===== src/rtl/ram_port_arbiter.sv =====
// ram_port_arbiter
// Shares one single-port synchronous RAM between the CPU control FSM (port C)
// and a host/debug loader (port D). Serialises req/ack transactions, registers
// the RAM address/data and counts out the RAM read latency so that requesters
// simply wait for their ack pulse.
module ram_port_arbiter #(
  parameter int ADDR_W = 8,
  parameter int DATA_W = 8,
  parameter int RD_LAT = 2   // legal range 1..7; the wait counter is 3 bits wide
) (
  input  logic              i_clk,
  input  logic              i_reset,
  input  logic              i_c_req,
  input  logic              i_c_we,
  input  logic [ADDR_W-1:0] i_c_addr,
  input  logic [DATA_W-1:0] i_c_wdata,
  output logic              o_c_ack,
  output logic [DATA_W-1:0] o_c_rdata,
  input  logic              i_d_req,
  input  logic              i_d_we,
  input  logic [ADDR_W-1:0] i_d_addr,
  input  logic [DATA_W-1:0] i_d_wdata,
  output logic              o_d_ack,
  output logic [DATA_W-1:0] o_d_rdata,
  output logic [ADDR_W-1:0] o_ram_addr,
  output logic [DATA_W-1:0] o_ram_data,
  output logic              o_ram_wren,
  input  logic [DATA_W-1:0] i_ram_q,
  output logic              o_busy
);

  typedef enum logic [1:0] {
    S_IDLE   = 2'd0,
    S_ACCESS = 2'd1,
    S_WAIT   = 2'd2,
    S_ACK    = 2'd3
  } state_t;

  // Last WAIT count: i_ram_q is captured on the clock that ends this count.
  localparam logic [2:0] LAST_CNT = 3'(RD_LAT - 1);

  state_t      state_r;
  logic        winner_r;      // 1'b1 = port D owns the current transaction
  logic        last_grant_r;  // 1'b1 = port D was granted most recently
  logic        we_r;
  logic [2:0]  cnt_r;

  logic              grant_d_s;
  logic              sel_we_s;
  logic [ADDR_W-1:0] sel_addr_s;
  logic [DATA_W-1:0] sel_wdata_s;

  // Pick the winner (round robin on a tie) and mux its request fields.
  always_comb begin
    grant_d_s   = 1'b0;
    sel_we_s    = i_c_we;
    sel_addr_s  = i_c_addr;
    sel_wdata_s = i_c_wdata;
    if (i_d_req && (!i_c_req || !last_grant_r)) begin
      grant_d_s = 1'b1;
    end else begin
      grant_d_s = 1'b0;
    end
    if (grant_d_s) begin
      sel_we_s    = i_d_we;
      sel_addr_s  = i_d_addr;
      sel_wdata_s = i_d_wdata;
    end else begin
      sel_we_s    = i_c_we;
      sel_addr_s  = i_c_addr;
      sel_wdata_s = i_c_wdata;
    end
  end

  // Transaction FSM with all outputs registered; wren/ack default low each cycle.
  always_ff @(posedge i_clk) begin
    if (i_reset) begin
      state_r      <= S_IDLE;
      winner_r     <= 1'b0;
      last_grant_r <= 1'b1;
      we_r         <= 1'b0;
      cnt_r        <= 3'd0;
      o_c_ack      <= 1'b0;
      o_d_ack      <= 1'b0;
      o_c_rdata    <= '0;
      o_d_rdata    <= '0;
      o_ram_addr   <= '0;
      o_ram_data   <= '0;
      o_ram_wren   <= 1'b0;
      o_busy       <= 1'b0;
    end else begin
      o_ram_wren <= 1'b0;
      o_c_ack    <= 1'b0;
      o_d_ack    <= 1'b0;
      case (state_r)
        S_IDLE: begin
          if (i_c_req || i_d_req) begin
            winner_r     <= grant_d_s;
            last_grant_r <= grant_d_s;
            we_r         <= sel_we_s;
            o_ram_addr   <= sel_addr_s;
            o_ram_data   <= sel_wdata_s;
            o_ram_wren   <= sel_we_s;
            o_busy       <= 1'b1;
            state_r      <= S_ACCESS;
          end else begin
            state_r <= S_IDLE;
          end
        end
        S_ACCESS: begin
          cnt_r <= 3'd0;
          if (we_r) begin
            if (winner_r) begin
              o_d_ack <= 1'b1;
            end else begin
              o_c_ack <= 1'b1;
            end
            state_r <= S_ACK;
          end else begin
            state_r <= S_WAIT;
          end
        end
        S_WAIT: begin
          cnt_r <= cnt_r + 3'd1;
          if (cnt_r == LAST_CNT) begin
            if (winner_r) begin
              o_d_rdata <= i_ram_q;
              o_d_ack   <= 1'b1;
            end else begin
              o_c_rdata <= i_ram_q;
              o_c_ack   <= 1'b1;
            end
            state_r <= S_ACK;
          end else begin
            state_r <= S_WAIT;
          end
        end
        S_ACK: begin
          o_busy  <= 1'b0;
          state_r <= S_IDLE;
        end
        default: begin
          o_busy  <= 1'b0;
          state_r <= S_IDLE;
        end
      endcase
    end
  end

endmodule

===== config.mk =====
export PLATFORM = sky130hd
export DESIGN_NAME = ram_port_arbiter
export DESIGN_NICKNAME = d
export VERILOG_FILES = /design/src/rtl/ram_port_arbiter.sv
export SDC_FILE = /design/constraint.sdc
export NUM_CORES = 1
export LEC_CHECK = 0
export BUFFER_PORTS_ARGS = -buffer_cell sky130_fd_sc_hd__buf_4
export CAP_MARGIN = 20
export CORE_AREA = 2 2 70 72
export CTS_CLUSTER_SIZE = 20
export DETAILED_ROUTE_END_ITERATION = 8
export DIE_AREA = 0 0 72 74
export PLACE_DENSITY = 0.74
export SLEW_MARGIN = 30
export SYNTH_ARGS = -nofsm -noshare
export SYNTH_HDL_FRONTEND = slang
export SYNTH_SLANG_ARGS = --single-unit

===== constraint.sdc =====
create_clock -name i_clk -period 2.2 [get_ports i_clk]
set_input_delay 0.44 -clock i_clk [delete_from_list [all_inputs] [get_ports i_clk]]
set_output_delay 0.44 -clock i_clk [all_outputs]
set_load 0.02 [all_outputs]

# Word-level counts from Yosys, hierarchy flattened
# Cells that the tools add are included.
totals:
  register_bits: 44
  word_cells: 54
op_classes:
  n_addsub: 1
  n_eq_ne: 5
  n_mux: 19
  n_bitwise: 3
  reduce_logical: 13
op_table:
  columns: ["cell", "n"]
  rows:
  - ["$mux W8", 2]
  - ["$mux W1", 12]
  - ["$pmux W2 S4", 1]
  - ["$pmux W1 S2", 3]
  - ["$pmux W3 S2", 1]
  - ["$reduce_and A3 Y1", 2]
  - ["$eq A2 B2 Y1 const B", 2]
  - ["$reduce_and A2 Y1", 2]
  - ["$reduce_bool A2 Y1", 2]
  - ["$add A3 B1 Y3 const B", 1]
  - ["$eq A3 B1 Y1 const B", 1]
  - ["$not A1 Y1", 3]
  - ["$reduce_or A3 Y1", 1]
  - ["$eq A2 B1 Y1 const B", 1]
  - ["$logic_not A1 Y1", 2]
  - ["$logic_not A2 Y1", 1]
  - ["$logic_or A1 B1 Y1", 2]
  - ["$ne A2 B2 Y1 const B", 1]
  - ["$logic_and A1 B1 Y1", 1]

# Depth between registers and ports, before layout
# Gate-level depths: netlist (run 1).
logic_depth:
  word_depth: 5
  ltp_mapped: 7
  mapped_depth_nobuf: 5

# Worst setup path before layout (run 1)
# Ideal clock, no wire load.
synth_path:
  path_kind: "reg2reg"
  startpoint: "register state_r[0]"
  endpoint: "register o_c_rdata[0]"
  setup_time_ps: 128
  arrival_ps: 1373
  t_required_ps: 2072
  setup_slack_ps: 699
  path_stages_with_launch: 8
  path_cell_list: "dfxtp_1 > inv_1 > ha_1 > clkbuf_1 > nor4bb_1 > buf_4 > mux2i_1 > nor2_1"
synth_via:
  elab_chain_cells: 2
synth_rtl:
  columns: ["item", "line_no", "source"]
  rows:
  - ["from (decl)", "42", "state_t state_r;"]
  - ["from (signal assigned)", "78", "state_r <= S_IDLE;"]
  - ["from (signal assigned)", "105", "state_r <= S_ACCESS;"]
  - ["from (signal assigned)", "107", "state_r <= S_IDLE;"]
  - ["$eq A2 B2 Y1", "95", "case (state_r)"]
  - ["$reduce_and A3 Y1 (no line)", null, null]
  - ["to (signal assigned)", "130", "o_c_rdata <= i_ram_q;"]
  - ["to (decl)", "18", "output logic [DATA_W-1:0] o_c_rdata,"]
# No other way between the ends.
# A chain may end at the register's enable or synchronous reset.

# Final worst setup path (run 1)
layout_path:
  startpoint: "register state_r[0]"
  endpoint: "register o_ram_data[6]"
layout_via:
  elab_chain_cells: 2
layout_rtl:
  columns: ["item", "line_no", "source"]
  rows:
  - ["$logic_not A2 Y1", "95", null]
  - ["$reduce_and A2 Y1 (no line)", null, null]
  - ["to (signal assigned)", "102", "o_ram_data <= sel_wdata_s;"]
  - ["to (decl)", "26", "output logic [DATA_W-1:0] o_ram_data,"]
# No other way between the ends.

==> impl_metrics.yaml, run 1 <==
sta:
  setup_ws_ns: 0.450
  fmax_ghz: 0.571
  fin_skew_ns: 0.00723
  setup_violations: 0
  maxSlewViolCount: 0
  finalCritPeriodShare_pct: 79.5
  tightestPinTransition_ns: 0.662
  min_period_ns: 1.75
  rsz0062_at_grt: "no"
  setup-tns-final_ns: 0
  hold_viol: 0
  relSlewSlack_pct: 55.9
route:
  ant_nets: 0
  drt_wl_total_um: 4500
  vias: 1718
  wl_per_cell_um: 13.1
  drt_first_pass_iters: 4
  drc_errors: 0
  initialDrtViolationCount: 60
  viasPerCell: 5.01
grt:
  grt_usage_pct: 17.6
  gr-usage-met1_pct: 21.2
  overflow: 0
  grt.met2_usage_pct: 30.2
  grtUsageMet3_pct: 4.61
  antenna_found_initial: 0
  grt_pass1_vias: 1656
  grt_pass1_wl_um: 7450
  grt_max_degree: 44
  top_usage_layer: "met2"
critical_path:
  path_cells: "inv_1 > ha_1 > o21a_1 > nor2_1 > a211oi_1"
  cp.arrival_ns: 1.95
  critical_path_required_ns: 2.40
  startpoint: "state_r[0]$_SDFF_PP0_"
  setup.worst_path.end_class: "flop"
  critPathKind: "flop to flop"
  max_stage_delay_ns: 0.60
  start_kind: "flop"
  crit_slowest_cell: "o21a_1"
  crit_path_max_fanout: 18
  reg2reg_from: "state_r[0]$_SDFF_PP0_"
yosys:
  ys_ff_latch: 44
  async_flop_share_pct: 0
  synthCells: 210
  synth_commonest_cells: "44 x dfxtp_1, 33 x nand2_1, 29 x nor2_1, 26 x a21oi_1, 14 x a211oi_1"
  syn_avg_cell_area_um2: 8.95
  yosysTopAreaCellShare_pct: 46.9
  ys_top_cells_by_area: "dfxtp_1 47%, a21oi_1 6.9%, nand2_1 6.6%"
  seq_area_frac_synth_pct: 46.9
  ys.warnings.count: 0
  synth_area_um2: 1880
  synth_area_leader_cell: "dfxtp_1"
  synth_nets: 263
  synth_cell_types: 36
  synth_flop_cell: "dfxtp_1"
  synth_most_common_cell: "dfxtp_1"
  synth_edf_count: 0
clock_tree:
  cts_buffer_depth: 2
  numCtsBuffers: 5
  cts_tree: "done"
  postCtsHoldBufs: 0
  postCtsSetupBuffers: 0
  cts_root_buffer: "clkbuf_8"
  cts.clk_slew.worst_paths_ns: 0.09
  clkSinkCount: 44
  cts_resized: 0
  htree_levels: 2
  clk_latency_ns: 0.29
floorplan:
  die_h_um: 74
  core_um2: 4600
  num_io_pins: 82
  dieArea_um2: 5330
  start_util_pct: 40.9
  num_rows: 25
  die_w_um: 72
placed_design:
  port_buffers: 81
  hpwlAfterDp_um: 3230
  preCtsSetupSlack_ns: 0.486
  place.gp.congestion: 0.790
final_layout:
  area_growth_pct: 39.2
  fillCellCount: 420
  register_area_um2: 881
  multi_input_area_um2: 900
  drive_gt1_share_pct: 35.3
  diodes: 0
  num-nets-final: 341
run_status:
  outcome: "complete, no violations"
worst_hold_path:
  min_path_type: "input pin to flop"
  hp-start: "i_ram_q[7]"
job:
  cap_viol_max_count: 0
power:
  leakage_nw: 1.16
  p_per_area_nw_per_um2: 920
  ir_drop_uv: 485
[final timing paths]
path | to | slack, ns | cells after the start
min reg2reg | o_d_rdata[3]$_SDFFE_PP0P_ | 0.46 | 2
min | o_c_rdata[7]$_SDFFE_PP0P_ | 0.39 | 3
max | o_ram_data[6]$_SDFFE_PP0P_ | 0.45 | 5
max reg2reg | o_ram_data[6]$_SDFFE_PP0P_ | 0.45 | 5
[per-layer routing]
layer  part of all wire (%)  routed length (um)
met1                     43                1950
met2                     51                2290
met3                    3.9                 175
met4                    1.8                  81
met5                      0                   0
[critical path: cells and delay by family (launching register included)]
kind / cells / cell delay (ns)
AOI/OAI and AO/OA: 2 / 0.84
buffers and inverters: 1 / 0.10
DFF: 1 / 0.34
and+or+nand+nor: 1 / 0.09
adders and majority gates: 1 / 0.29
[cell families (layout without fill, tap and decap cells)]
| family | count (synthesis) | after routing | synth area share [%] |
|---|---|---|---|
| simple gates | 74 | 74 | 17.2 |
| buf+inv | 19 | 98 | 5.59 |
| fa+ha+maj | 7 | 7 | 4.66 |
| mux | 10 | 10 | 5.39 |
| flops | 44 | 44 | 46.9 |
| compound gates | 56 | 56 | 20.3 |
[power breakdown]
| part | total (W) | internal [W] | switching (W) |
|---|---|---|---|
| registers | 0.000984 | 0.000913 | 0.0000708 |
| logic | 0.000812 | 0.000353 | 0.000459 |
| clock network | 0.000612 | 0.000336 | 0.000276 |
| total | 0.00241 | 0.00160 | 0.000805 |
[registers in the layout, indices dropped and copies added (netlist names), 2 cells and up]
| name | count |
|---|---|
| cnt_r | 3 |
| o_ram_addr | 8 |
| o_d_rdata | 8 |
| o_ram_data | 8 |
| o_c_rdata | 8 |
| state_r | 2 |
[metrics by stage]
| step | area (um^2) | total power, W | hold slack, ns | util [%] | instances |
|---|---|---|---|---|---|
| after detailed placement | 2500 | 0.00181 | 0.452 | 54.5 | 335 |
| after floorplan | 1880 | 0.00152 | 0.482 | - | 210 |
| after global routing | 2620 | 0.00255 | 0.387 | 56.9 | 343 |
| after CTS | 2620 | 0.00243 | 0.378 | 56.9 | 343 |
| after global placement | 2500 | 0.00180 | 0.445 | 54.5 | 335 |
| final | 2620 | 0.00241 | 0.387 | 56.9 | 343 |
[cell type report]
class,count,share of cell area (%)
clock inverters,3,1.63
inverters,5,0.717
repair buffers,85,24.4
well taps,54,2.58
flip-flops and latches,44,33.7
multi-input cells,147,34.4
clock buffers,5,2.63
[cells in the final DEF, fill, tap and decap left out, drive strengths merged, types with 2 or more instances in the layout]
cell type	synthesis	routed
buf	8	85
dfxtp	44	44
nand2	33	33
nor2	29	29
a21oi	27	27
a211oi	17	17
mux2i	9	9
ha	7	7
inv	5	5
clkbuf	6	5
o21ai	3	3
nand4b	2	2
nor2b	2	2
a21boi	2	2
Note: power is estimated with default switching activity, not from simulation.
==> run 2, diff against run 1 <==
clock period = 1.7 ns   (was 2.2 ns; I/O delays follow)
==> run 2 against run 1 <==
  * Sequential share of layout area down 0.080 points
  * Non-clock buffer count up 3
  * Clock skew rose by 0.0042 ns
  * First-iteration DRC count grew 35%
  * Clock power is 8.7% higher
  * Register-to-register slack worse by 0.29 ns
  * Worst setup slack worse by 0.29 ns
  * Fmax rose by 13%
  * Largest cell class unchanged
  * Highest routed layer unchanged
==> impl_metrics.yaml, run 2 (same netlist as run 1, synthesis figures left out) <==
run_status:
  outcome: "complete, no violations"
final_layout:
  num-nets-final: 344
  register_area_um2: 881
  final_cell_mix: "88 x buf_4, 44 x dfxtp_1, 33 x nand2_1"
  fillCellCount: 442
  design_area_um2: 2620
  multi_input_area_um2: 902
  diodes: 0
  area_growth_pct: 39.5
  layout_commonest_cell: "buf_4"
  drive_gt1_share_pct: 36.3
power:
  p_per_area_nw_per_um2: 1140
  ir_drop_uv: 638
  p_comb_share_pct: 35.3
  p_sw_w: 0.00105
  seqPwrFrac_pct: 42.5
  swShare_pct: 35.1
  leakage_nw: 1.16
  p_clk_share_pct: 22.2
  intPower_w: 0.00194
clock_tree:
  clkSinkCount: 44
  htree_levels: 2
  numCtsBuffers: 5
  postCtsSetupBuffers: 0
  cts_tree: "done"
  cts_buffer_depth: 2
  clk_latency_ns: 0.30
  cts_root_buffer: "clkbuf_8"
  cts.clk_slew.worst_paths_ns: 0.09
route:
  drc_errors: 0
  drt_wl_total_um: 4520
  initialDrtViolationCount: 81
  vias: 1715
  wl_per_cell_um: 13.1
  ant_nets: 0
  viasPerCell: 4.96
  drt_first_pass_iters: 4
sta:
  finalCritPeriodShare_pct: 90.7
  rsz0062_at_grt: "no"
  relSlewSlack_pct: 45.9
  fmax_ghz: 0.648
  setup-tns-final_ns: 0
  tightestPinTransition_ns: 0.812
  setup_violations: 0
  hold_viol: 0
  min_period_ns: 1.54
  fin_skew_ns: 0.0114
  maxSlewViolCount: 0
critical_path:
  critical_path_required_ns: 1.87
  critPathKind: "flop to flop"
  start_kind: "flop"
  startpoint: "cnt_r[0]$_SDFFE_PP0P_"
  reg2reg_from: "cnt_r[0]$_SDFFE_PP0P_"
  crit_path_max_fanout: 8
  cp.arrival_ns: 1.72
  timing.critical_path.to: "o_c_rdata[4]$_SDFFE_PP0P_"
  setup.worst_path.end_class: "flop"
  ff2ff_path_depth: 5
  reg2reg_slack_ns: 0.16
  r2r-end: "o_c_rdata[4]$_SDFFE_PP0P_"
placed_design:
  hpwlAfterDp_um: 3280
  placedInstanceArea_um2: 2530
  place.gp.congestion: 0.826
  port_buffers: 81
grt:
  grt_pass1_wl_um: 7470
  grt_pass1_vias: 1676
  grt_max_degree: 44
  overflow: 0
  antenna_found_initial: 0
  grt_usage_pct: 18.0
worst_hold_path:
  min_path_type: "input pin to flop"
floorplan:
  die_w_um: 72
  core_um2: 4600
  start_util_pct: 40.9
  num_rows: 25
  die_h_um: 74
  dieArea_um2: 5330
  num_io_pins: 82
job:
  cap_viol_max_count: 0
## run 2: changes by cell type in the layout (fill, tap and decap cells not counted), sizes merged
cell      change
clkinvlp      +1
buf           +3
bufinv        -1
## run 2: power groups by stage
| stage | registers [W] | clock network [W] | logic (W) |
|---|---|---|---|
| finish | 0.00127 | 0.000665 | 0.00106 |
| global route | 0.00130 | 0.000733 | 0.00116 |
| CTS | 0.00128 | 0.000687 | 0.00107 |
| detailed placement | 0.00130 | 0 | 0.00106 |
| global placement | 0.00129 | 0 | 0.00105 |
| floorplan | 0.00143 | 0 | 0.000542 |
## run 2: how the worst min path moves through the flow
stage,endpoint,cells past startpoint,startpoint,slack (ns)
2_1_floorplan,o_d_rdata[0]$_SDFFE_PP0P_,2,i_ram_q[0],0.48
3_3_place_gp,o_d_rdata[6]$_SDFFE_PP0P_,2,o_d_rdata[6]$_SDFFE_PP0P_,0.44
3_5_place_dp,o_d_rdata[5]$_SDFFE_PP0P_,2,o_d_rdata[5]$_SDFFE_PP0P_,0.45
4_1_cts,o_c_rdata[5]$_SDFFE_PP0P_,3,i_ram_q[5],0.27
5_1_grt,o_c_rdata[7]$_SDFFE_PP0P_,3,i_ram_q[7],0.27
6_report,o_c_rdata[5]$_SDFFE_PP0P_,3,i_ram_q[5],0.28
## run 2: stage by stage
| step | worst slack, ns | instances | hold WS (ns) | utilization [%] | total power, W |
|---|---|---|---|---|---|
| 2_1_floorplan | 0.199 | 210 | 0.476 | - | 0.00197 |
| 3_3_place_gp | 0.130 | 338 | 0.445 | 55.0 | 0.00234 |
| 3_5_place_dp | 0.0809 | 338 | 0.447 | 55.0 | 0.00236 |
| 4_1_cts | 0.164 | 346 | 0.272 | 57.0 | 0.00303 |
| 5_1_grt | 0.00444 | 346 | 0.274 | 57.0 | 0.00319 |
| 6_report | 0.157 | 346 | 0.278 | 57.0 | 0.00299 |
## run 2: area by class of cell
class	instances	area share, %
flip-flops and latches	44	33.6
clock buffers	5	2.62
repair buffers	88	25.2
well taps	54	2.58
inverters	5	0.716
clock inverters	3	0.906
multi-input cells	147	34.4
## run 2: repair_timing
action | CTS | global route
resized for setup | 0 | 1
endpoints found under the setup margin | 0 | 1
hold buffers | 0 | 0
## run 2: critical path: stages, from the launching register on
cell,delay (ns)
dfxtp_1,0.38
ha_1,0.22
nor4bb_2,0.29
buf_4,0.24
mux2i_1,0.23
nor2_1,0.05
## run 2: metal layers
layer | routed length [um] | up-vias | GRT usage [%] | share of wire [%]
met4 | 65 | 0 | 7.34 | 1.4
met5 | 0 | - | 0 | 0
met2 | 2290 | 35 | 31.3 | 51
met1 | 1990 | 792 | 21.7 | 44
met3 | 184 | 5 | 4.07 | 4.1
li1 | - | 883 | - | -
